--- src/rtl/ysyx_23060184_pipe_ctrl.sv ---
// Pipeline sequencer: stage valids, register enables, hazard stalls/bubbles,
// redirect squash, LSU handshake FSM, EXE forwarding selects and counters.
module ysyx_23060184_pipe_ctrl #(
    parameter int unsigned CNT_W = 32
) (
    input  logic             clk,
    input  logic             resetn,
    input  logic             ifu_valid,
    output logic             ifu_ready,
    output logic             pc_redirect,
    input  logic [4:0]       Rs1D,
    input  logic [4:0]       Rs2D,
    input  logic             SerialD,
    input  logic [4:0]       Rs1E,
    input  logic [4:0]       Rs2E,
    input  logic [4:0]       RdE,
    input  logic             MemReadE,
    input  logic             TakenE,
    input  logic [4:0]       RdM,
    input  logic [4:0]       RdW,
    input  logic             RegWriteM,
    input  logic             RegWriteW,
    input  logic             MemAccM,
    output logic             lsu_valid,
    input  logic             lsu_ready,
    input  logic             lsu_done,
    output logic             enD,
    output logic             enE,
    output logic             enM,
    output logic             enW,
    output logic             vldD,
    output logic             vldE,
    output logic             vldM,
    output logic             vldW,
    output logic [1:0]       ForwardAE,
    output logic [1:0]       ForwardBE,
    output logic [CNT_W-1:0] stall_cnt,
    output logic [CNT_W-1:0] flush_cnt
);

    typedef enum logic {
        LSU_RUN  = 1'b0,
        LSU_WAIT = 1'b1
    } lsuState_t;

    lsuState_t lsuState;
    lsuState_t lsuNext;

    logic memReqM;
    logic freeze;
    logic redir;
    logic luse;
    logic ser;
    logic stallInc;
    logic flushInc;
    logic vldDNext;
    logic vldENext;
    logic vldMNext;
    logic vldWNext;
    logic fwdMemA;
    logic fwdWbA;
    logic fwdMemB;
    logic fwdWbB;

    // Hazard conditions; lsu_done only matters while MEM holds a memory op
    assign memReqM = vldM & MemAccM;
    assign freeze  = memReqM & ~lsu_done;
    assign redir   = vldE & TakenE;
    assign luse    = vldD & vldE & MemReadE & (RdE != 5'd0) &
                     ((RdE == Rs1D) | (RdE == Rs2D));
    assign ser     = vldD & SerialD & (vldE | vldM | vldW);

    // A squashed ID instruction cannot stall, so redirect masks ser/luse
    assign stallInc = freeze | (~redir & (ser | luse));
    assign flushInc = ~freeze & redir;

    // Forwarding: MEM result is younger and wins over WB
    assign fwdMemA = vldM & RegWriteM & (RdM != 5'd0) & (RdM == Rs1E);
    assign fwdWbA  = vldW & RegWriteW & (RdW != 5'd0) & (RdW == Rs1E);
    assign fwdMemB = vldM & RegWriteM & (RdM != 5'd0) & (RdM == Rs2E);
    assign fwdWbB  = vldW & RegWriteW & (RdW != 5'd0) & (RdW == Rs2E);

    assign ForwardAE = fwdMemA ? 2'b10 : (fwdWbA ? 2'b01 : 2'b00);
    assign ForwardBE = fwdMemB ? 2'b10 : (fwdWbB ? 2'b01 : 2'b00);

    // Stall/bubble/squash decision in priority freeze > redir > ser/luse > normal
    always_comb begin
        ifu_ready   = 1'b1;
        pc_redirect = 1'b0;
        enD         = 1'b1;
        enE         = 1'b1;
        enM         = 1'b1;
        enW         = 1'b1;
        vldDNext    = ifu_valid;
        vldENext    = vldD;
        vldMNext    = vldE;
        vldWNext    = vldM;
        if (freeze) begin
            ifu_ready = 1'b0;
            enD       = 1'b0;
            enE       = 1'b0;
            enM       = 1'b0;
            vldDNext  = vldD;
            vldENext  = vldE;
            vldMNext  = vldM;
            vldWNext  = 1'b0;
        end else if (redir) begin
            ifu_ready   = 1'b0;
            pc_redirect = 1'b1;
            vldDNext    = 1'b0;
            vldENext    = 1'b0;
            vldMNext    = 1'b1;
        end else if (ser | luse) begin
            ifu_ready = 1'b0;
            enD       = 1'b0;
            vldDNext  = vldD;
            vldENext  = 1'b0;
        end
    end

    // LSU handshake next state and request
    always_comb begin
        lsuNext   = lsuState;
        lsu_valid = 1'b0;
        case (lsuState)
            LSU_RUN: begin
                lsu_valid = memReqM;
                if (memReqM & lsu_ready & ~lsu_done) begin
                    lsuNext = LSU_WAIT;
                end
            end
            LSU_WAIT: begin
                if (memReqM & lsu_done) begin
                    lsuNext = LSU_RUN;
                end
            end
            default: lsuNext = LSU_RUN;
        endcase
    end

    // LSU state register
    always_ff @(posedge clk or negedge resetn) begin
        if (!resetn) begin
            lsuState <= LSU_RUN;
        end else begin
            lsuState <= lsuNext;
        end
    end

    // Stage valid bits
    always_ff @(posedge clk or negedge resetn) begin
        if (!resetn) begin
            vldD <= 1'b0;
            vldE <= 1'b0;
            vldM <= 1'b0;
            vldW <= 1'b0;
        end else begin
            vldD <= vldDNext;
            vldE <= vldENext;
            vldM <= vldMNext;
            vldW <= vldWNext;
        end
    end

    // Saturating stall and flush counters
    always_ff @(posedge clk or negedge resetn) begin
        if (!resetn) begin
            stall_cnt <= '0;
            flush_cnt <= '0;
        end else begin
            if (stallInc && (stall_cnt != '1)) begin
                stall_cnt <= stall_cnt + CNT_W'(1);
            end
            if (flushInc && (flush_cnt != '1)) begin
                flush_cnt <= flush_cnt + CNT_W'(1);
            end
        end
    end

endmodule

--- config.mk ---
export PLATFORM = sky130hd
export DESIGN_NAME = ysyx_23060184_pipe_ctrl
export DESIGN_NICKNAME = d
export VERILOG_FILES = /design/src/rtl/ysyx_23060184_pipe_ctrl.sv
export SDC_FILE = /design/constraint.sdc
export NUM_CORES = 1
export LEC_CHECK = 0
export BUFFER_PORTS_ARGS = -buffer_cell sky130_fd_sc_hd__buf_2
export CORE_AREA = 2 2 91 93
export DETAILED_ROUTE_END_ITERATION = 10
export DIE_AREA = 0 0 93 95
export HOLD_SLACK_MARGIN = 0.12
export PLACE_DENSITY = 0.85
export SLEW_MARGIN = 40
export SYNTH_ARGS = -nofsm -noshare
export SYNTH_HDL_FRONTEND = slang
export SYNTH_SLANG_ARGS = --single-unit
--- constraint.sdc ---
create_clock -name clk -period 4.2 [get_ports clk]
set_clock_uncertainty 0.15 [all_clocks]
set_input_delay 0.21 -clock clk [delete_from_list [all_inputs] [get_ports clk]]
set_output_delay 0.21 -clock clk [all_outputs]
set_load 0.005 [all_outputs]
# == Yosys cells after proc, flatten, opt, wreduce, memory -nomap -nowiden ==
# Index checks and enable logic that the tools add are counted.
# op_classes
n_addsub,2
mul,0
div_mod_pow,0
order_cmp,0
eq_ne,9
shift,0
n_mux,22
bitwise,31
n_reduce_logical,6
# ops
op,n
adder 32 x 1 -> 32 bit (second input constant),2
inequality test 32 bit (second input constant),2
== test 5 bit,6
bitwise AND 1 bit,22
2-to-1 mux 1 bit,19
nonzero test 5 bit,3
bitwise OR 1 bit,5
2-to-1 mux 2 bit,2
inverter 1 bit,4
logical AND 1 bit,2
inequality test 2 bit (second input constant),1
case mux 1 bit (2 select lines),1
AND reduction 2 bit,1
# totals
reg_bits,69
latch_bits,0
ram_bits,0
mem_bits_ro,0
inputBits,46
out_inout_bits,79
mem_count,0

# == Longest topological paths before layout ==
# Gate-level depths: netlist (run 1).
# depth
ltp_word,8
ltp_mapped,10
ltp_nobuf,8

# == Worst setup path after synthesis (run 1) ==
# No wires, ideal clock.
# synth_timing
kind,register to register
start,reg stall_cnt[0]
end,reg stall_cnt[8]
setup_time_ns,0.125
arrival_time_ns,1.990
path_slack_ns,1.935
stages_incl_launch_ff,11
period_less_slack_ns,2.265
cell_sequence,dfrtp_1 > ha_1 > and2_1 > clkbuf_1 > and3_1 > and3_1 > nand2b_1 > clkbuf_1 > buf_2 > nand4_1 > xnor2_1
# synth_between
elab_chain_cells,2
word_cells_on_any_way,3
# synth_rtl
item,line,text
from (decl),37,"output logic [CNT_W-1:0] stall_cnt,"
from (signal assigned),172,stall_cnt <= stall_cnt + CNT_W'(1);
"parallel branches: the longest is 2 deep, another holds adder 32 x 1 -> 32 bit",n/a,
# Parallel ways; which one is timed is not known.
# A chain may end at the register's enable or synchronous reset.

# == Worst setup path in the final report (run 1) ==
# layout_timing
start,in lsu_done
end,out enD
# layout_between
elab_chain_cells,3
# layout_rtl
item,line,text
from (decl),26,"input logic lsu_done,"
inverter 1 bit,67,assign freeze = memReqM & ~lsu_done;
bitwise AND 1 bit,67,
2-to-1 mux 1 bit,98,if (freeze) begin
to (decl),27,"output logic enD,"
# Every way passes these cells.

==> flow_summary.json, run 1 <==
{
  "status": "finished, final reports clean",
  "async_reset_ff_share_pct": 100.0,
  "tightest_slew_ns": 0.6050,
  "r2r_cells": 7,
  "period_share_pct": 65.57,
  "start_util_pct": 47.92,
  "grt_antenna_before_repair": 0,
  "holdPathStages": 4,
  "power_mw": 1.762,
  "ant_nets": 0,
  "clk_pin_slew_ns": 0.07,
  "wl_um": 9002,
  "pre_cts_ws_ns": 1.445,
  "ff2ff_setup_slack_ns": 1.57,
  "synth_cells": 356,
  "ys_types": 47,
  "path_max_fanout": 13,
  "wl_per_cell_um": 15.13,
  "met3_usage_pct": 3.831,
  "cts_tree": "yes",
  "cts_sinks": 69,
  "ys_warn_count": 0,
  "gr-usage-met2_pct": 35.45,
  "syn_avg_cell_area_um2": 10.67,
  "rsz0062_at_grt": "no",
  "fmax_mhz": 363.1,
  "cp-start-kind": "input pin",
  "min_from": "MemAccM",
  "leakagePower_nw": 2.304,
  "hold_path_end": "vldM",
  "grt_use_total_pct": 20.63,
  "die_h_um": 95,
  "clock_path_buffers": 2,
  "avgViaCountPerCell": 5.474,
  "drc": 0,
  "placed_area_um2": 4462,
  "drive_above_1_share_pct": 34.29,
  "fin_area_um2": 4763,
  "grt_overflow": 0,
  "ys_seq_elements": 69,
  "finalCoreUtilization_pct": 60.09,
  "hp-class": "input pin to flip-flop",
  "syn-cell-area_um2": 3799,
  "setup_slack_ns": 1.446,
  "dieArea_um2": 8835,
  "grt_max_degree": 70,
  "numPortBuffers": 123,
  "io_pins": 125,
  "timing.rr.start": "vldM",
  "area_delta_synth_final_pct": 25.40,
  "vias": 3257,
  "die_x_um": 93,
  "slew_violations": 0,
  "row_count": 33,
  "required_ns": 3.84,
  "core_um2": 7928,
  "dp.cells": 572,
  "worstSkewPairLatency_ns": 0.34,
  "peakVddDrop_v": 0.0001920,
  "met1_usage_pct": 25.26,
  "grt_pass1_wl_um": 14380,
  "htreeDepth": 3,
  "r2r_end": "vldD",
  "setup-tns-final_ns": 0,
  "grt.busiest_layer": "met2",
  "finalCriticalPeriod_ns": 2.754,
  "cts_made_buffers": 9,
  "path_class": "input pin to output pin",
  "stdcell_count": 595,
  "cts_root_buf": "clkbuf_8",
  "place_congestion": 0.9061,
  "syn_nets": 404,
  "nets": 533,
  "end_kind": "output pin",
  "synthFlopType": "dfrtp_1",
  "p_per_area_nw_per_um2": 369.9,
  "hold_viol": 0,
  "post_cts_resized": 0,
  "num_antenna_cells": 0,
  "setup_viol": 0,
  "dr.pass1.iters": 5,
  "grt_pass1_vias": 3162,
  "synth_edf_count": 0,
  "dp.final_hpwl_um": 6698,
  "hold_slack_ns": 0.2008,
  "slew_headroom_pct": 59.67,
  "yosysSeqAreaShare_pct": 45.45,
  "drt_iter0_drc": 155,
  "maxCapViolCount": 0,
  "critical_path_arrival_ns": 2.39
}
## how the worst max path moves through the flow
stage | from | end | slack (ns) | cells past startpoint
6_report | lsu_done | enD | 1.45 | 9
3_3_place_gp | stall_cnt[0] | stall_cnt[1] | 1.48 | 7
3_5_place_dp | vldM | stall_cnt[22] | 1.45 | 8
5_1_grt | lsu_done | enD | 1.35 | 9
2_1_floorplan | stall_cnt[0] | stall_cnt[8] | 1.93 | 10
4_1_cts | lsu_done | enD | 1.14 | 9
## critical path, stage by stage
cell	delay (ns)
dlygate4sd3_1	0.53
buf_2	0.13
and3b_4	0.30
inv_2	0.05
and3_1	0.28
a21oi_2	0.14
a21boi_4	0.46
inv_2	0.12
buf_2	0.16
## cells by family after synthesis
group           share of synthesized area [%]
xor+xnor                                20.98
mux                                    0.6916
other cells                           0.09872
flops                                   45.45
fa+ha+maj                              0.6587
compound gates                          4.216
simple gates                            25.03
buf+inv                                 2.866
## cells in the mapped netlist (2+ instances only)
| cell | instances | area share [%] |
|---|---|---|
| nand3_2 | 9 | 2.4 |
| inv_2 | 2 | 0.20 |
| ha_1 | 2 | 0.66 |
| and2_1 | 6 | 0.99 |
| xor2_1 | 30 | 6.9 |
| and4_1 | 6 | 1.4 |
| nand2b_1 | 3 | 0.49 |
| and3_1 | 20 | 3.3 |
| a31oi_2 | 2 | 0.66 |
| buf_2 | 3 | 0.40 |
| nor2_1 | 15 | 1.5 |
| clkbuf_1 | 2 | 0.20 |
| nand4_1 | 23 | 3.8 |
| nor4_1 | 3 | 0.49 |
| nor3_1 | 10 | 1.3 |
| o211ai_1 | 2 | 0.40 |
| or4_1 | 4 | 0.79 |
| buf_4 | 5 | 0.99 |
| a22o_1 | 2 | 0.46 |
| a31oi_1 | 2 | 0.33 |
| nor4_2 | 2 | 0.66 |
| inv_1 | 2 | 0.20 |
| buf_6 | 3 | 0.89 |
| dfrtp_1 | 69 | 45 |
| xnor2_1 | 61 | 14 |
| nand2_1 | 22 | 2.2 |
| or3_1 | 2 | 0.33 |
| nand3_1 | 24 | 3.2 |
| a21oi_2 | 2 | 0.46 |
## layout by cell type, fill, tap and decap left out, types with 9 or more instances in the layout
cell | netlist | layout
nand2_1 | 22 | 22
nand3_1 | 24 | 24
and3_1 | 20 | 20
nand3_2 | 9 | 9
clkbuf_8 | 0 | 9
nor3_1 | 10 | 10
dfrtp_1 | 69 | 69
xor2_1 | 30 | 30
nand4_1 | 23 | 23
nor2_1 | 15 | 15
xnor2_1 | 61 | 61
buf_2 | 3 | 123
## registers in the layout, indices dropped and copies added, names as in the netlist
signal and count:
vldM 1, vldD 1, stall_cnt 32, lsuState 1, vldE 1, flush_cnt 32
vldW 1
## repair_timing
| item | 4_1_cts | 5_1_grt |
|---|---|---|
| hold buffers | 6 | 0 |
| setup endpoints to repair | 0 | 0 |
| hold endpoints to repair | 72 | 0 |
| setup buffers | 0 | 0 |
## power breakdown
part / total (mW) / internal [mW] / switching (mW)
Combinational: 0.354 / 0.177 / 0.177
Clock: 0.603 / 0.337 / 0.265
Sequential: 0.806 / 0.724 / 0.0820
## routing by layer
metal	vias to the layer above	share of wire, %
met4	0	2.2
met3	16	6.1
met1	1579	41
met5	-	0
li1	1512	-
met2	150	50
## layout make-up
type                       instances  area (µm²)
clock buffer                       9       123.9
clock inverter                     7       98.84
fill                             694        3164
inverter                           4       15.01
multi-input combinational        270        1966
sequential                        69        1727
tap                              105       131.4
timing repair buffer             131       701.9
(Power assumes the default switching activity.)
==> inputs of run 2 (changes only) <==
Settings changed: CORE_AREA 2 2 91 93 to 2 2 94 96, DIE_AREA 0 0 93 95 to 0 0 96 98, PLACE_DENSITY 0.85 to 0.84.
Clock period 4.2 ns to 2.3 ns, I/O delays scaled along.
==> run 2 against run 1 <==
Net effect:
- first-iteration DRC count down 17%
- core utilization is 1.5 points lower
- worst setup slack lost 1.3 ns
- routed wire length increased by 6.9%
- die area grew 6.5%
- global-route usage increased by 0.14 points
- power rose by 97%
- critical path type is now flip-flop to output pin
- largest cell class unchanged
==> flow_summary.json, run 2 (synthesis results as in run 1) <==
{
  "htreeDepth": 3,
  "drive_above_1_share_pct": 37.80,
  "finalCriticalPeriod_ns": 2.185,
  "grt_pass1_wl_um": 15460,
  "maxCapViolCount": 0,
  "tightest_slew_ns": 0.5618,
  "cts_made_buffers": 9,
  "p_seq_share_pct": 41.8,
  "end_kind": "output pin",
  "critical_path_arrival_ns": 1.92,
  "setup-tns-final_ns": 0,
  "grt_use_total_pct": 20.78,
  "p_switching_mw": 0.9782,
  "crit_path_max_incr_delay_ns": 0.43,
  "nFillCells": 712,
  "peakVddDrop_v": 0.0003665,
  "io_pins": 125,
  "start_util_pct": 44.87,
  "dieArea_um2": 9408,
  "place_congestion": 1.058,
  "hold_viol": 0,
  "required_ns": 2.04,
  "leakagePower_nw": 2.410,
  "dp.final_hpwl_um": 7095,
  "cts_sinks": 69,
  "numPortBuffers": 123,
  "grt_overflow": 0,
  "slew_violations": 0,
  "clock_path_buffers": 2,
  "crit_chain": "or3_1 > a31oi_4 > a21oi_2 > a21boi_4 > inv_2 > buf_2",
  "hp-class": "input pin to flip-flop",
  "vias": 3304,
  "multi_input_area_um2": 2001,
  "ant_nets": 0,
  "combPwrFrac_pct": 22.0,
  "wl_um": 9621,
  "clock_power_share_pct": 36.2,
  "area_delta_synth_final_pct": 30.67,
  "period_share_pct": 95.01,
  "drc": 0,
  "fmax_mhz": 457.6,
  "row_count": 34,
  "slowest_stage": "or3_1",
  "dr.pass1.iters": 4,
  "cts_root_buf": "clkbuf_8",
  "die_h_um": 98,
  "nets": 551,
  "top_regs": "flush_cnt (32), stall_cnt (32)",
  "worstSkewPairLatency_ns": 0.34,
  "num_antenna_cells": 0,
  "cts_tree": "yes",
  "final_cell_mix": "123 x buf_2, 69 x dfrtp_1, 61 x xnor2_1",
  "slew_headroom_pct": 62.55,
  "grt_pass1_vias": 3264,
  "ff_latch_area_um2": 1727,
  "cp-start-kind": "flip-flop",
  "path_max_fanout": 4,
  "intPower_mw": 2.487,
  "setup_viol": 0,
  "clk_pin_slew_ns": 0.08,
  "grt_max_degree": 70,
  "path_class": "flip-flop to output pin",
  "placed_area_um2": 4603,
  "wl_per_cell_um": 15.62,
  "grt_antenna_before_repair": 0,
  "final_common_cell": "buf_2",
  "core_um2": 8466,
  "fin_area_um2": 4964,
  "sw_frac_of_total_pct": 28.23,
  "status": "finished, final reports clean",
  "drt_iter0_drc": 128,
  "p_per_area_nw_per_um2": 698.1,
  "die_x_um": 96,
  "avgViaCountPerCell": 5.364
}
-- run 2: layer usage --
metal / wire length, µm / share of wire, % / GRT usage (%) / vias up
li1: - / - / - / 1550
met1: 3834 / 40 / 25.91 / 1602
met2: 4971 / 52 / 34.78 / 128
met3: 541 / 5.6 / 4.630 / 24
met4: 274 / 2.8 / 7.802 / 0
met5: 0 / 0 / 0 / -
-- run 2: critical path, delay by kind of cell, from the launching register on --
family	cells	cell delay, ns
AND/OR/NAND/NOR	1	0.43
AO/OA/AOI/OAI	3	0.53
flip-flops	1	0.41
buffers and inverters	2	0.23
-- run 2: timing repair --
action	4_1_cts	5_1_grt
hold buffers	5	0
buffers inserted	0	2
hold endpoints to repair	73	0
gates resized for setup	0	7
setup endpoints to repair	0	11
-- run 2: cell type report --
cell class	count	area share, %
tap	108	2.722
multi-input combinational	271	40.31
inverter	4	0.3025
sequential	69	34.79
clock buffer	11	3.050
clock inverter	5	2.143
timing repair buffer	148	16.69
-- run 2: worst paths after layout --
check | startpoint | end | slack, ns | depth (start not counted)
max | vldM | enD | 0.11 | 6
min | MemAccM | vldE | 0.16 | 3
max reg2reg | stall_cnt[1] | stall_cnt[12] | 0.12 | 8
min reg2reg | stall_cnt[23] | stall_cnt[23] | 0.34 | 1
max in group asynchronous | resetn | flush_cnt[26] | 1.44 | 3
min in group asynchronous | resetn | stall_cnt[7] | 0.25 | 3
-- run 2: power by group through the flow --
stage	clock (mW)	sequential, mW	combinational [mW]
after floorplan	0	1.47	0.355
after global placement	0	1.45	0.669
after detailed placement	0	1.46	0.700
after CTS	1.28	1.44	0.720
after global routing	1.33	1.46	0.833
final	1.25	1.45	0.763
-- run 2: stage by stage --
step                      cells  utilization [%]  power (mW)  setup WS, ns  hold slack, ns
after floorplan             356                -       1.825       0.03495         -0.3306
after global placement      592            54.37       2.119        0.1856         0.01245
after detailed placement    592            54.37       2.159        0.1068         0.01604
after CTS                   613            58.01       3.436       0.01474          0.1333
after global routing        616            58.63       3.627      -0.01567          0.1652
final                       616            58.63       3.465        0.1147          0.1590
==> inputs of run 3 (changes only) <==
Settings changed: BUFFER_PORTS_ARGS -buffer_cell sky130_fd_sc_hd__buf_2 to -buffer_cell sky130_fd_sc_hd__buf_4, CORE_AREA 2 2 94 96 to 2 2 91 93, DIE_AREA 0 0 96 98 to 0 0 93 95, PLACE_DENSITY 0.84 to 0.85.
Clock period 2.3 ns to 2.5 ns, I/O delays scaled along.
==> run 3 against run 2 <==
Net effect:
- die area is 6.1% lower
- via count is 2.8% lower
- combinational power is 6.8% lower
- worst setup slack better by 0.0088 ns
- non-clock buffer count is 9 lower
- cell count is 2.1% lower
- sequential cell count stayed put
- clock-buffer cell count is 2 lower
- largest cell class unchanged
- largest power group unchanged
==> flow_summary.json, run 3 (synthesis results as in run 1) <==
{
  "hp-class": "input pin to async pin",
  "start_util_pct": 47.92,
  "clock_path_buffers": 2,
  "combPwrFrac_pct": 22.4,
  "fmax_mhz": 420.8,
  "slew_headroom_pct": 58.72,
  "setup_slack_ns": 0.1235,
  "nets": 541,
  "ant_nets": 0,
  "grt_pass1_vias": 3289,
  "clk_pin_slew_ns": 0.08,
  "required_ns": 2.23,
  "cts_made_buffers": 9,
  "grt_pass1_wl_um": 15410,
  "place_congestion": 0.9461,
  "wl_per_cell_um": 15.41,
  "r2r_cells": 7,
  "die_h_um": 95,
  "maxCapViolCount": 0,
  "area_delta_synth_final_pct": 36.20,
  "cp-endpoint": "enD",
  "finalCoreUtilization_pct": 65.26,
  "slew_violations": 0,
  "final_cell_mix": "130 x buf_4, 69 x dfrtp_1, 61 x xnor2_1",
  "path_max_fanout": 6,
  "period_share_pct": 95.06,
  "numPortBuffers": 123,
  "dieArea_um2": 8835,
  "cts_sinks": 69,
  "top_regs": "flush_cnt (32), stall_cnt (32)",
  "nFillCells": 615,
  "timing.rr.start": "vldM",
  "vias": 3213,
  "ff2ff_setup_slack_ns": 0.20,
  "hold_viol": 0,
  "worstSkewPairLatency_ns": 0.35,
  "critical_path_arrival_ns": 2.10,
  "path_class": "input pin to output pin",
  "cts_root_buf": "clkbuf_8",
  "drc": 0,
  "dp.cells": 580,
  "die_x_um": 93,
  "sw_frac_of_total_pct": 28.19,
  "pre_cts_ws_ns": 0.2224,
  "crit_path_max_incr_delay_ns": 0.54,
  "num_antenna_cells": 0,
  "peakVddDrop_v": 0.0003393,
  "io_pins": 125,
  "wl_um": 9292,
  "avgViaCountPerCell": 5.328,
  "stdcell_count": 603,
  "row_count": 33,
  "end_kind": "output pin",
  "dp.final_hpwl_um": 6951,
  "final_common_cell": "buf_4",
  "htreeDepth": 3,
  "cp.depth": 9,
  "cpLargestDelayFamily": "buffers and inverters",
  "core_um2": 7928,
  "tightest_slew_ns": 0.6193,
  "slowest_stage": "dlygate4sd3_1",
  "setup_viol": 0,
  "drive_above_1_share_pct": 35.34,
  "r2r_end": "flush_cnt[29]",
  "intPower_mw": 2.280,
  "finalCriticalPeriod_ns": 2.376,
  "rsz0062_at_grt": "no",
  "p_per_area_nw_per_um2": 613.6,
  "critical_path_buf_inv_count": 5,
  "cts_tree": "yes",
  "grt_max_degree": 70,
  "p_switching_mw": 0.8951,
  "ff_latch_area_um2": 1727,
  "startpoint": "lsu_done",
  "dr.pass1.iters": 5,
  "setup-tns-final_ns": 0,
  "drt_iter0_drc": 157,
  "grt_antenna_before_repair": 0,
  "status": "finished, final reports clean",
  "grt_use_total_pct": 22.20,
  "crit_chain": "dlygate4sd3_1 > buf_4 > and3b_4 > inv_2 > and3_1 > a21oi_2 > a21boi_4 > inv_2 > buf_4",
  "multi_input_area_um2": 1967,
  "clock_power_share_pct": 35.2,
  "grt_overflow": 0,
  "hold_slack_ns": 0.1888,
  "leakagePower_nw": 2.401,
  "p_seq_share_pct": 42.4,
  "cp-start-kind": "input pin"
}
-- run 3: changes by cell type in the layout (fill, tap and decap cells not counted), sizes merged --
cell / previous run / this run
a21boi: 2 / 1
inv: 4 / 5
clkbuf: 11 / 9
clkinvlp: 1 / 2
dlygate4sd3: 5 / 6
buf: 143 / 133
-- run 3: cell type report --
cell class | count | area share [%]
clock buffer | 9 | 2.394
clock inverter | 7 | 2.370
inverter | 4 | 0.2902
multi-input combinational | 270 | 38.02
sequential | 69 | 33.37
tap | 105 | 2.539
timing repair buffer | 139 | 21.02
-- run 3: worst min-delay path by stage --
stage | startpoint | to | slack (ns) | depth (start not counted)
after floorplan | resetn | flush_cnt[0] | -0.32 | 0
after global placement | resetn | stall_cnt[7] | 0.14 | 1
after detailed placement | resetn | stall_cnt[10] | 0.02 | 1
after CTS | resetn | lsuState | 0.22 | 2
after global routing | resetn | stall_cnt[4] | 0.24 | 2
final | resetn | stall_cnt[5] | 0.19 | 2
-- run 3: power groups by stage --
stage | logic (mW) | clock network (mW) | registers [mW]
final | 0.711 | 1.12 | 1.34
after global routing | 0.783 | 1.18 | 1.37
after CTS | 0.698 | 1.13 | 1.34
after detailed placement | 0.677 | 0 | 1.36
after global placement | 0.658 | 0 | 1.36
after floorplan | 0.326 | 0 | 1.35
-- run 3: per-stage QoR --
| stage | power [mW] | area (µm²) |
|---|---|---|
| floorplan | 1.679 | 3799 |
| global placement | 2.017 | 4840 |
| detailed placement | 2.040 | 4843 |
| CTS | 3.173 | 5150 |
| global route | 3.328 | 5174 |
| finish | 3.175 | 5174 |
-- run 3: layer usage --
| metal | part of all wire, % | vias to the layer above | GRT usage (%) |
|---|---|---|---|
| met2 | 49 | 132 | 36.78 |
| met3 | 6.8 | 19 | 5.427 |
| met1 | 42 | 1533 | 27.98 |
| met4 | 2.1 | 0 | 9.191 |
| met5 | 0 | - | 0 |
| li1 | - | 1529 | - |
-- run 3: what timing repair did --
action | in CTS | in global routing
hold buffers | 6 | 0
hold endpoints to repair | 73 | 0
endpoints found under the setup margin | 0 | 3
setup buffers | 0 | 1
resized for setup | 0 | 1
